**src/rtl/ahb_slave_mem_pkg.sv**
```systemverilog
// ============================================================================
// Module  : ahb_slave_mem_pkg
// Purpose : Shared AMBA AHB encodings (HTRANS, HSIZE, HRESP, HBURST, W_BURST)
//           and helpers for the ahb_slave_mem block.
// Rev     : 1.0  initial release
// ============================================================================
`default_nettype none

package ahb_slave_mem_pkg;

  // HTRANS
  localparam logic [1:0] c_HTRANS_IDLE   = 2'b00;
  localparam logic [1:0] c_HTRANS_BUSY   = 2'b01;
  localparam logic [1:0] c_HTRANS_NONSEQ = 2'b10;
  localparam logic [1:0] c_HTRANS_SEQ    = 2'b11;

  // HSIZE
  localparam logic [2:0] c_HSIZE_BYTE = 3'b000;
  localparam logic [2:0] c_HSIZE_HALF = 3'b001;
  localparam logic [2:0] c_HSIZE_WORD = 3'b010;

  // HRESP
  localparam logic [1:0] c_HRESP_OKAY  = 2'b00;
  localparam logic [1:0] c_HRESP_ERROR = 2'b01;
  localparam logic [1:0] c_HRESP_RETRY = 2'b10;
  localparam logic [1:0] c_HRESP_SPLIT = 2'b11;

  // HBURST
  localparam int         W_BURST         = 3;
  localparam logic [2:0] c_HBURST_SINGLE = 3'b000;
  localparam logic [2:0] c_HBURST_INCR   = 3'b001;
  localparam logic [2:0] c_HBURST_WRAP4  = 3'b010;
  localparam logic [2:0] c_HBURST_INCR4  = 3'b011;
  localparam logic [2:0] c_HBURST_WRAP8  = 3'b100;
  localparam logic [2:0] c_HBURST_INCR8  = 3'b101;
  localparam logic [2:0] c_HBURST_WRAP16 = 3'b110;
  localparam logic [2:0] c_HBURST_INCR16 = 3'b111;

  // Slave control state
  typedef enum logic [1:0] {
    ST_IDLE = 2'd0,
    ST_WAIT = 2'd1,
    ST_ERR1 = 2'd2,
    ST_ERR2 = 2'd3
  } state_t;

  // Little-endian byte lanes touched by a transfer of the given size/offset
  function automatic logic [3:0] byte_en(input logic [2:0] size, input logic [1:0] a);
    logic [3:0] be;
    be = 4'b1111;
    case (size)
      c_HSIZE_BYTE: be = 4'b0001 << a;
      c_HSIZE_HALF: be = a[1] ? 4'b1100 : 4'b0011;
      default:      be = 4'b1111;
    endcase
    return be;
  endfunction

endpackage

`default_nettype wire

```
**src/rtl/ahb_slave_mem_array.sv**
```systemverilog
// ============================================================================
// Module  : ahb_slave_mem_array
// Purpose : 2^AW x 32 register file, byte-enable synchronous write,
//           asynchronous read, asynchronous reset of every word to zero.
// Rev     : 1.0  initial release
// ============================================================================
`default_nettype none

module ahb_slave_mem_array
  import ahb_slave_mem_pkg::*;
#(
  parameter int AW = 6
) (
  input  logic          clk,
  input  logic          rst,
  input  logic          i_we,
  input  logic [3:0]    i_be,
  input  logic [AW-1:0] i_addr,
  input  logic [31:0]   i_wdata,
  output logic [31:0]   o_rdata
);

  localparam int c_DEPTH = 2 ** AW;

  logic [31:0] r_mem [0:c_DEPTH-1];

  // Byte-lane writes; reset clears the whole array
  always_ff @(posedge clk or posedge rst) begin
    if (rst) begin
      for (int i = 0; i < c_DEPTH; i++) begin
        r_mem[i] <= '0;
      end
    end else if (i_we) begin
      for (int b = 0; b < 4; b++) begin
        if (i_be[b]) begin
          r_mem[i_addr][8*b +: 8] <= i_wdata[8*b +: 8];
        end
      end
    end
  end

  assign o_rdata = r_mem[i_addr];

endmodule

`default_nettype wire

```
**src/rtl/ahb_slave_mem.sv**
```systemverilog
// ============================================================================
// Module  : ahb_slave_mem
// Purpose : AHB-Lite memory slave with programmable wait states.
//           Optional macro AHB_SLAVE_ERROR_RESP_EN enables the two-cycle
//           ERROR response for illegal transfers; without it illegal
//           transfers complete OKAY, writes are dropped and reads return 0.
// Rev     : 1.0  initial release
// ============================================================================
`default_nettype none

module ahb_slave_mem
  import ahb_slave_mem_pkg::*;
#(
  parameter int          AW          = 6,
  parameter int          WAIT_STATES = 1,
  parameter logic [31:0] BASE_ADDR   = 32'h0000_0000
) (
  input  logic                HCLK,
  input  logic                HRESET,
  input  logic                i_HSEL,
  input  logic [31:0]         i_HADDR,
  input  logic [1:0]          i_HTRANS,
  input  logic                i_HWRITE,
  input  logic [2:0]          i_HSIZE,
  input  logic [W_BURST-1:0]  i_HBURST,
  input  logic [31:0]         i_HWDATA,
  input  logic                i_HREADY,
  output logic [31:0]         o_HRDATA,
  output logic [1:0]          o_HRESP,
  output logic                o_HREADYOUT
);

  localparam logic [32:0] c_LIMIT   = 33'd4 << AW;
  localparam logic [3:0]  c_WS_LOAD = (WAIT_STATES > 0) ? 4'(WAIT_STATES - 1) : 4'd0;

  // Address-phase decode
  logic [31:0]   w_offset;
  logic [AW-1:0] w_word;
  logic          w_capture;
  logic          w_in_range;
  logic          w_size_ok;
  logic          w_align_ok;
  logic          w_legal;
  logic          w_err;
  logic [3:0]    w_be;

  assign w_offset   = i_HADDR - BASE_ADDR;
  assign w_word     = w_offset[AW+1:2];
  assign w_capture  = i_HSEL & i_HREADY & i_HTRANS[1];
  assign w_in_range = ({1'b0, w_offset} < c_LIMIT);
  assign w_size_ok  = (i_HSIZE <= c_HSIZE_WORD);
  assign w_align_ok = !(((i_HSIZE == c_HSIZE_HALF) && i_HADDR[0]) ||
                        ((i_HSIZE == c_HSIZE_WORD) && (i_HADDR[1:0] != 2'b00)));
  assign w_legal    = w_in_range & w_size_ok & w_align_ok;
  assign w_be       = byte_en(i_HSIZE, i_HADDR[1:0]);

`ifdef AHB_SLAVE_ERROR_RESP_EN
  assign w_err = !w_legal;
`else
  assign w_err = 1'b0;
`endif

  // Burst type is accepted but each beat is decoded on its own address
  logic w_unused;
  assign w_unused = ^{i_HBURST, w_offset[31:AW+2]};

  // Captured data-phase context and FSM state
  state_t        r_state;
  logic [3:0]    r_cnt;
  logic          r_valid;
  logic          r_write;
  logic          r_legal;
  logic [AW-1:0] r_addr;
  logic [3:0]    r_be;
  logic          r_readyout;
  logic [1:0]    r_resp;

  // Control FSM: address capture, wait-state counting, error sequencing
  always_ff @(posedge HCLK or posedge HRESET) begin
    if (HRESET) begin
      r_state    <= ST_IDLE;
      r_cnt      <= 4'd0;
      r_valid    <= 1'b0;
      r_write    <= 1'b0;
      r_legal    <= 1'b0;
      r_addr     <= '0;
      r_be       <= 4'd0;
      r_readyout <= 1'b1;
      r_resp     <= c_HRESP_OKAY;
    end else begin
      case (r_state)
        ST_IDLE, ST_ERR2: begin
          // Data phase ends here when the bus is ready; sample next address
          if (i_HREADY) begin
            r_state    <= ST_IDLE;
            r_readyout <= 1'b1;
            r_resp     <= c_HRESP_OKAY;
            r_valid    <= w_capture;
            r_write    <= i_HWRITE;
            r_legal    <= w_legal;
            r_addr     <= w_word;
            r_be       <= w_be;
            if (w_capture) begin
              if (w_err) begin
                r_state    <= ST_ERR1;
                r_readyout <= 1'b0;
                r_resp     <= c_HRESP_ERROR;
              end else if (WAIT_STATES != 0) begin
                r_state    <= ST_WAIT;
                r_cnt      <= c_WS_LOAD;
                r_readyout <= 1'b0;
              end
            end
          end
        end
        ST_WAIT: begin
          if (r_cnt == 4'd0) begin
            r_state    <= ST_IDLE;
            r_readyout <= 1'b1;
          end else begin
            r_cnt <= r_cnt - 4'd1;
          end
        end
`ifdef AHB_SLAVE_ERROR_RESP_EN
        ST_ERR1: begin
          r_state    <= ST_ERR2;
          r_readyout <= 1'b1;
          r_resp     <= c_HRESP_ERROR;
        end
`endif
        default: begin
          r_state    <= ST_IDLE;
          r_readyout <= 1'b1;
          r_resp     <= c_HRESP_OKAY;
          r_valid    <= 1'b0;
        end
      endcase
    end
  end

  // Storage access: commit on the edge that ends a legal write data phase
  logic        w_complete;
  logic        w_we;
  logic [31:0] w_rdata;

  assign w_complete = (r_state == ST_IDLE) & r_valid & r_legal;
  assign w_we       = w_complete & r_write & i_HREADY;

  ahb_slave_mem_array #(
    .AW (AW)
  ) u_array (
    .clk     (HCLK),
    .rst     (HRESET),
    .i_we    (w_we),
    .i_be    (r_be),
    .i_addr  (r_addr),
    .i_wdata (i_HWDATA),
    .o_rdata (w_rdata)
  );

  assign o_HRDATA    = (w_complete & !r_write) ? w_rdata : 32'h0;
  assign o_HRESP     = r_resp;
  assign o_HREADYOUT = r_readyout;

endmodule

`default_nettype wire
```
**config.mk**
```make
export PLATFORM = sky130hd
export DESIGN_NAME = ahb_slave_mem
export DESIGN_NICKNAME = d
export VERILOG_FILES = /design/src/rtl/ahb_slave_mem_pkg.sv /design/src/rtl/ahb_slave_mem_array.sv /design/src/rtl/ahb_slave_mem.sv
export SDC_FILE = /design/constraint.sdc
export NUM_CORES = 2
export LEC_CHECK = 0
export ABC_CLOCK_PERIOD_IN_PS = 95500
export CAP_MARGIN = 20
export CORE_MARGIN = 8
export CORE_UTILIZATION = 55
export CTS_CLUSTER_DIAMETER = 30
export DETAILED_ROUTE_END_ITERATION = 16
export PLACE_DENSITY = 0.73
export SETUP_SLACK_MARGIN = 0.4
export SYNTH_ARGS = -nofsm -noshare
export SYNTH_HDL_FRONTEND = slang
export SYNTH_SLANG_ARGS = --single-unit
```
**constraint.sdc**
```tcl
create_clock -name HCLK -period 95.5 [get_ports HCLK]
set_input_delay 19.1 -clock HCLK [delete_from_list [all_inputs] [get_ports HCLK]]
set_output_delay 19.1 -clock HCLK [all_outputs]
set_load 0.05 [all_outputs]
```
======== After elaboration in Yosys (flattened, before gate mapping) ========
Cells that the tools add are included.
cells by class
  add/sub/neg operators ................... 1
  magnitude comparators ................... 4
  equality and inequality tests ........... 8
  shift-type cells ........................ 1
  mux-type cells .......................... 41
  bitwise operators ....................... 11
  reductions and logical operators ........ 16
operators with widths
  operator                                                   number
  2-to-1 mux 2048 bit                                        7
  bitwise mux 2048 bit                                       4
  demux 32 bit (select 6 bit)                                4
  binary-select mux 32 bit (select 6 bit)                    1
  2-to-1 mux 32 bit                                          4
  < comparator 32 x 9 -> 1 bit (second input constant)       1
  2-to-1 mux 24 bit                                          1
  2-to-1 mux 16 bit                                          1
  2-to-1 mux 4 bit                                           4
  one-hot mux 4 bit (2 select lines)                         2
  AND 1 bit                                                  9
  2-to-1 mux 8 bit                                           1
  != test 2 bit (second input constant)                      4
  one-hot mux 2 bit (2 select lines)                         2
  greater-or-equal comparator 7 bit (second input constant)  1
  < comparator 7 x 1 -> 1 bit (second input constant)        1
  inverter 6 -> 7 bit                                        1
  2-to-1 mux 2 bit                                           3
  AND reduction 2 bit                                        3
  2-to-1 mux 1 bit                                           5
  logical NOT 4 bit                                          1
  one-hot mux 1 bit (2 select lines)                         2
  AND reduction 4 bit                                        1
  nonzero test 2 bit                                         2
  14 further kinds                                           17
storage, ports and cells
  flip-flop bits (word level) ............. 2070
  input bits .............................. 77

======== Depth between registers and ports, before layout ========
  depth in word-level cells ............... 16
  gate-level depth with buffers ........... 10

======== Modules after synthesis ========
A second synthesis with hierarchy kept.
second synthesis, totals
  cell total of the unflattened synthesis .. 6531
  area, all modules ....................... 93706.1 um^2
by module, submodules not included
  module               times used  cells each  area an instance (um^2)  sequential area each (um^2)
  ahb_slave_mem_array  1           6389        92555.0                  51249.2
  ahb_slave_mem        1           142         1151.1                   476.7

======== Least setup slack after synthesis ========
OpenSTA, ideal clock, no wires.
  path kind ............................... register to output
  start point ............................. register r_addr[1]
  end point ............................... output port o_HRDATA[31]
  arrival time ............................ 2.583 ns
  data required time ...................... 76.400 ns
  path slack .............................. 73.817 ns
  cell stages (with the launch flop) ...... 9
  buffers on the path ..................... 3
  path through ............................ dfrtp_1 -> buf_2 -> nor3b_2 -> clkbuf_1 -> clkbuf_1 -> a22oi_1 -> a31oi_1 -> a2111oi_0 -> a21oi_1
between the ends
  longest elaborated chain between the ends .. 5
ends and longest elaborated chain
  what                                                  line                       source
  from (decl)                                           ahb_slave_mem.sv:73        logic [AW-1:0] r_addr;
  from (signal assigned)                                ahb_slave_mem.sv:101       r_addr <= w_word;
  inverter 6 -> 7 bit (not written as such)             ahb_slave_mem_array.sv:42  assign o_rdata = r_mem[i_addr];
  binary-select mux 32 bit (select 6 bit)               ahb_slave_mem_array.sv:42
  2-to-1 mux 32 bit (not written as such) (2 in a row)  ahb_slave_mem_array.sv:42
  2-to-1 mux 32 bit                                     ahb_slave_mem.sv:161       assign o_HRDATA = (w_complete & !r_write) ? w_rdata : 32'h0;
  to (decl)                                             ahb_slave_mem.sv:28        output logic [31:0] o_HRDATA,
Every way passes these cells. The select of a mux whose other input is x is not followed.

======== Final worst setup path ========
  start point ............................. register r_addr[0]
  end point ............................... output port o_HRDATA[3]
Same word-level chain as after synthesis.

==> impl_results.md <==
* Rows at 151
* Setup violators final at 0
* Critical Path AT at 7.69 ns
* Peak VDD IR at approximately 0.031 mV
* Worst slew pin tran at 1.17 ns
* Hold-fix buffers, CTS at 0
* CTS sink cnt at just over 2000
* PD cells at approximately 27 nW/um2
* Status: finished, final reports clean
* Post-CTS Setup Bufs at 0
* Layout Skew at around 0.046 ns
* RR Startpoint: r_addr[0]
* H-tree depth at 5
* Clock slew at reported path FFs at roughly 0.050 ns
* Unrepaired setup endpoints after global routing: false
* Tot GR Track Use at 0.295
* Starting density of the core at 0.551
* Asr flop ratio synth at 1.00
* Sequential element share of the synthesized area at 0.556
* Initial detailed-routing violation count at 5971
* CTS-repair resized insts at 0
* Utilization after layout at 0.659
* Hold WC Path Type: reg2reg
* Number of synthesized register bits at roughly 2100
* Pin count of the biggest net entering global routing at 182
* Final #Nets at about 7000
* Final Max Tran Viols at 0
* DR WL/cell at 28.7 um
* Syn Inst Count at 6814
* TritonCTS clock tree: done
* GR Overflow Total at 0
* Crit path kind: reg2out
* Post-Synth Adder-Cell Area at 0.000269
* Combinational family with the most area after synthesis: multiplexers
* Synth warn at 0
* Synth cell count leaders: 2066 x dfrtp_1, 2037 x mux2_2, 398 x clkbuf_1, 369 x a221oi_1, 327 x a22oi_1
* Core ar. at 169000 um2
* Area grow syn2layout at 19.5%
* Mux cell area share after synthesis at 0.290
* Setup TNS at 0 ns
* Max-Cap Viols at 0
* Number of synthesized flops with an enable pin at 0
* Final Hold Viols at 0
* Vias per inst at approximately 6.6
* CP Launch Type: register
* Post-Synth Simple-Gate Area at 0.0379
* DIE AREA at ~180000 um2
* Cell variety after synth at 56
* Gp weighted congestion at 0.831
* Fin crit period at approximately 27 ns
* Crit end category: primary output
* P_leak at around 52 nW
* Initial antenna violation count at 1
* Die height at about 430 um
* Cell area after synthesis at between 90000 and 100000 um2
* Number of global-route vias before repair at about 65000
* Area leader, netlist: dfrtp_1
* Root buffer cell: clkbuf_16
* Vias at about 62000
* Mean Syn Cell Area at 13.6 um2
* Antenna-violating nets left at 0
* DP Wirelength at between 150 and 200 mm
* Hold path start: u_array.r_mem[1125]
* Hold EP: u_array.r_mem[1125]
* Fin crit share at 0.281
* Global-route wire length before repair at slightly above 400 mm
* Drt pass-1 iters at 7
* Req. time, crit path at 76.40 ns
* Cts bufs inserted at 436
* Reg2reg end: u_array.r_mem[831]
* Yosys top cell area share at 0.556
* Synth Area in Compound Gates at 0.0902
* Dominant cells by area after synthesis: dfrtp_1 56%, mux2_2 25%, a221oi_1 3.5%, a22oi_1 2.6%, mux2i_1 2.4%
* Num ports at 112
* Main synth FF type: dfrtp_1
* Slew margin rel. at 0.219
* # DRC at 0
* Reg2Reg Setup Slack at around 90 ns
* R2R cell count at 7
* Worst hold path depth at 1
* CTS max path bufs at 4
* Share of layout cells above drive strength 1 at 0.452
* Synth Area in XOR/XNOR at 0.000188
* Top-count cell post-synth: dfrtp_1
* WL final at about 270 mm
* CP max FO at 64
* Fillcell total at 11700
* Peak Freq at ~0.037 GHz
* Worst skew pair latency at between 0.9 and 1 ns
* IO Port Bufs at between 100 and 150
* Chip width at around 430 um
-- routing by layer --
layer | global-route usage | share of wire
met1 | 0.384 | 0.40
met2 | 0.454 | 0.46
met3 | 0.0870 | 0.088
met4 | 0.143 | 0.049
met5 | 0.00322 | 0.00029
-- cell families after synthesis --
logic type                 after synthesis
AOI/OAI and AO/OA                     1110
other                                    1
and+or+nand+nor                        710
xor gates and xnor gates                 2
buffers and inverters                  575
DFF                                   2067
adders and majority gates                2
muxes                                 2347
-- registers in the layout, indices dropped and copies added, names as in the netlist --
signal and flops:
r_valid 1, o_HREADYOUT 1, r_addr 6, r_be 4, u_array.r_mem 2048, r_write 1, r_state 1, r_legal 1
r_cnt 4
-- critical path, stage by stage, from the launching register on --
cell	delay, ns
dfrtp_4	0.75
buf_4	0.61
buf_4	0.60
nor2b_4	0.98
buf_4	0.80
buf_4	0.74
a22oi_1	0.21
nand2_1	0.11
a21oi_1	0.10
o21ai_0	0.47
o31a_1	0.33
clkdlybuf4s50_1	0.85
-- how the worst max path moves through the flow --
stage,startpoint,endpoint,slack (ns)
final,r_addr[0],o_HRDATA[3],68.71
after detailed placement,HRESET,u_array.r_mem[551],68.93
after floorplan,HRESET,r_addr[0],18.01
after CTS,r_addr[0],o_HRDATA[3],68.73
after global routing,r_addr[0],o_HRDATA[2],68.42
after global placement,HRESET,u_array.r_mem[550],69.24
-- power by group --
| group | internal [W] | total [W] | leakage (nW) | switching [W] |
|---|---|---|---|---|
| Sequential | 0.000882 | 0.000895 | 28.8 | 0.0000129 |
| Combinational | 0.000119 | 0.000498 | 16.2 | 0.000379 |
| Clock | 0.00107 | 0.00155 | 7.41 | 0.000481 |
| Total | 0.00207 | 0.00295 | 52.4 | 0.000873 |
-- stage by stage --
step	std cells	hold slack, ns	setup WS (ns)	power [W]	instance area (um2)
floorplan	6815	0.458	18.01	0.00121	93000
CTS	9456	0.486	68.73	0.00294	111000
finish	9482	0.481	68.71	0.00295	111000
global route	9479	0.499	68.42	0.00302	111000
detailed placement	8670	0.476	68.93	0.00139	95300
global placement	8669	0.467	69.24	0.00139	95300
-- cell usage in the layout (no fill, tap or decap), types with 8 or more instances in the layout --
cell type,Yosys,layout
buf_4,4,99
nor3_1,60,59
a22oi_1,327,327
o211ai_1,85,85
mux2_1,11,11
nor2_2,241,242
nand4_1,8,8
nor2_1,172,169
clkinvlp_4,0,41
a22o_1,11,11
clkinv_2,0,67
clkbuf_16,0,442
buf_2,96,32
clkbuf_1,398,58
o221ai_1,31,31
inv_6,0,16
buf_12,0,20
a221oi_1,369,369
a21oi_1,62,62
mux2_2,2037,2037
o31a_1,28,28
mux4_2,76,76
nand2_1,173,169
clkbuf_8,0,66
bufinv_16,0,67
clkinv_4,0,26
clkdlybuf4s50_1,0,73
o21ai_0,105,105
mux2i_1,223,223
nand3_1,11,10
dfrtp_1,2066,2062
o22ai_1,72,72
-- cell type report --
class / instances / area [um2] / area share
tap: 2218 / 2780 / 0.0250
timing repair buffer: 230 / 2200 / 0.0198
sequential: 2067 / 51700 / 0.466
clock inverter: 220 / 3070 / 0.0276
clock buffer: 566 / 12200 / 0.110
antenna: 3 / 7.51 / 0.0000676
inverter: 5 / 33.8 / 0.000304
multi-input combinational: 4173 / 39100 / 0.352
Note: power is estimated with default switching activity, not from simulation.
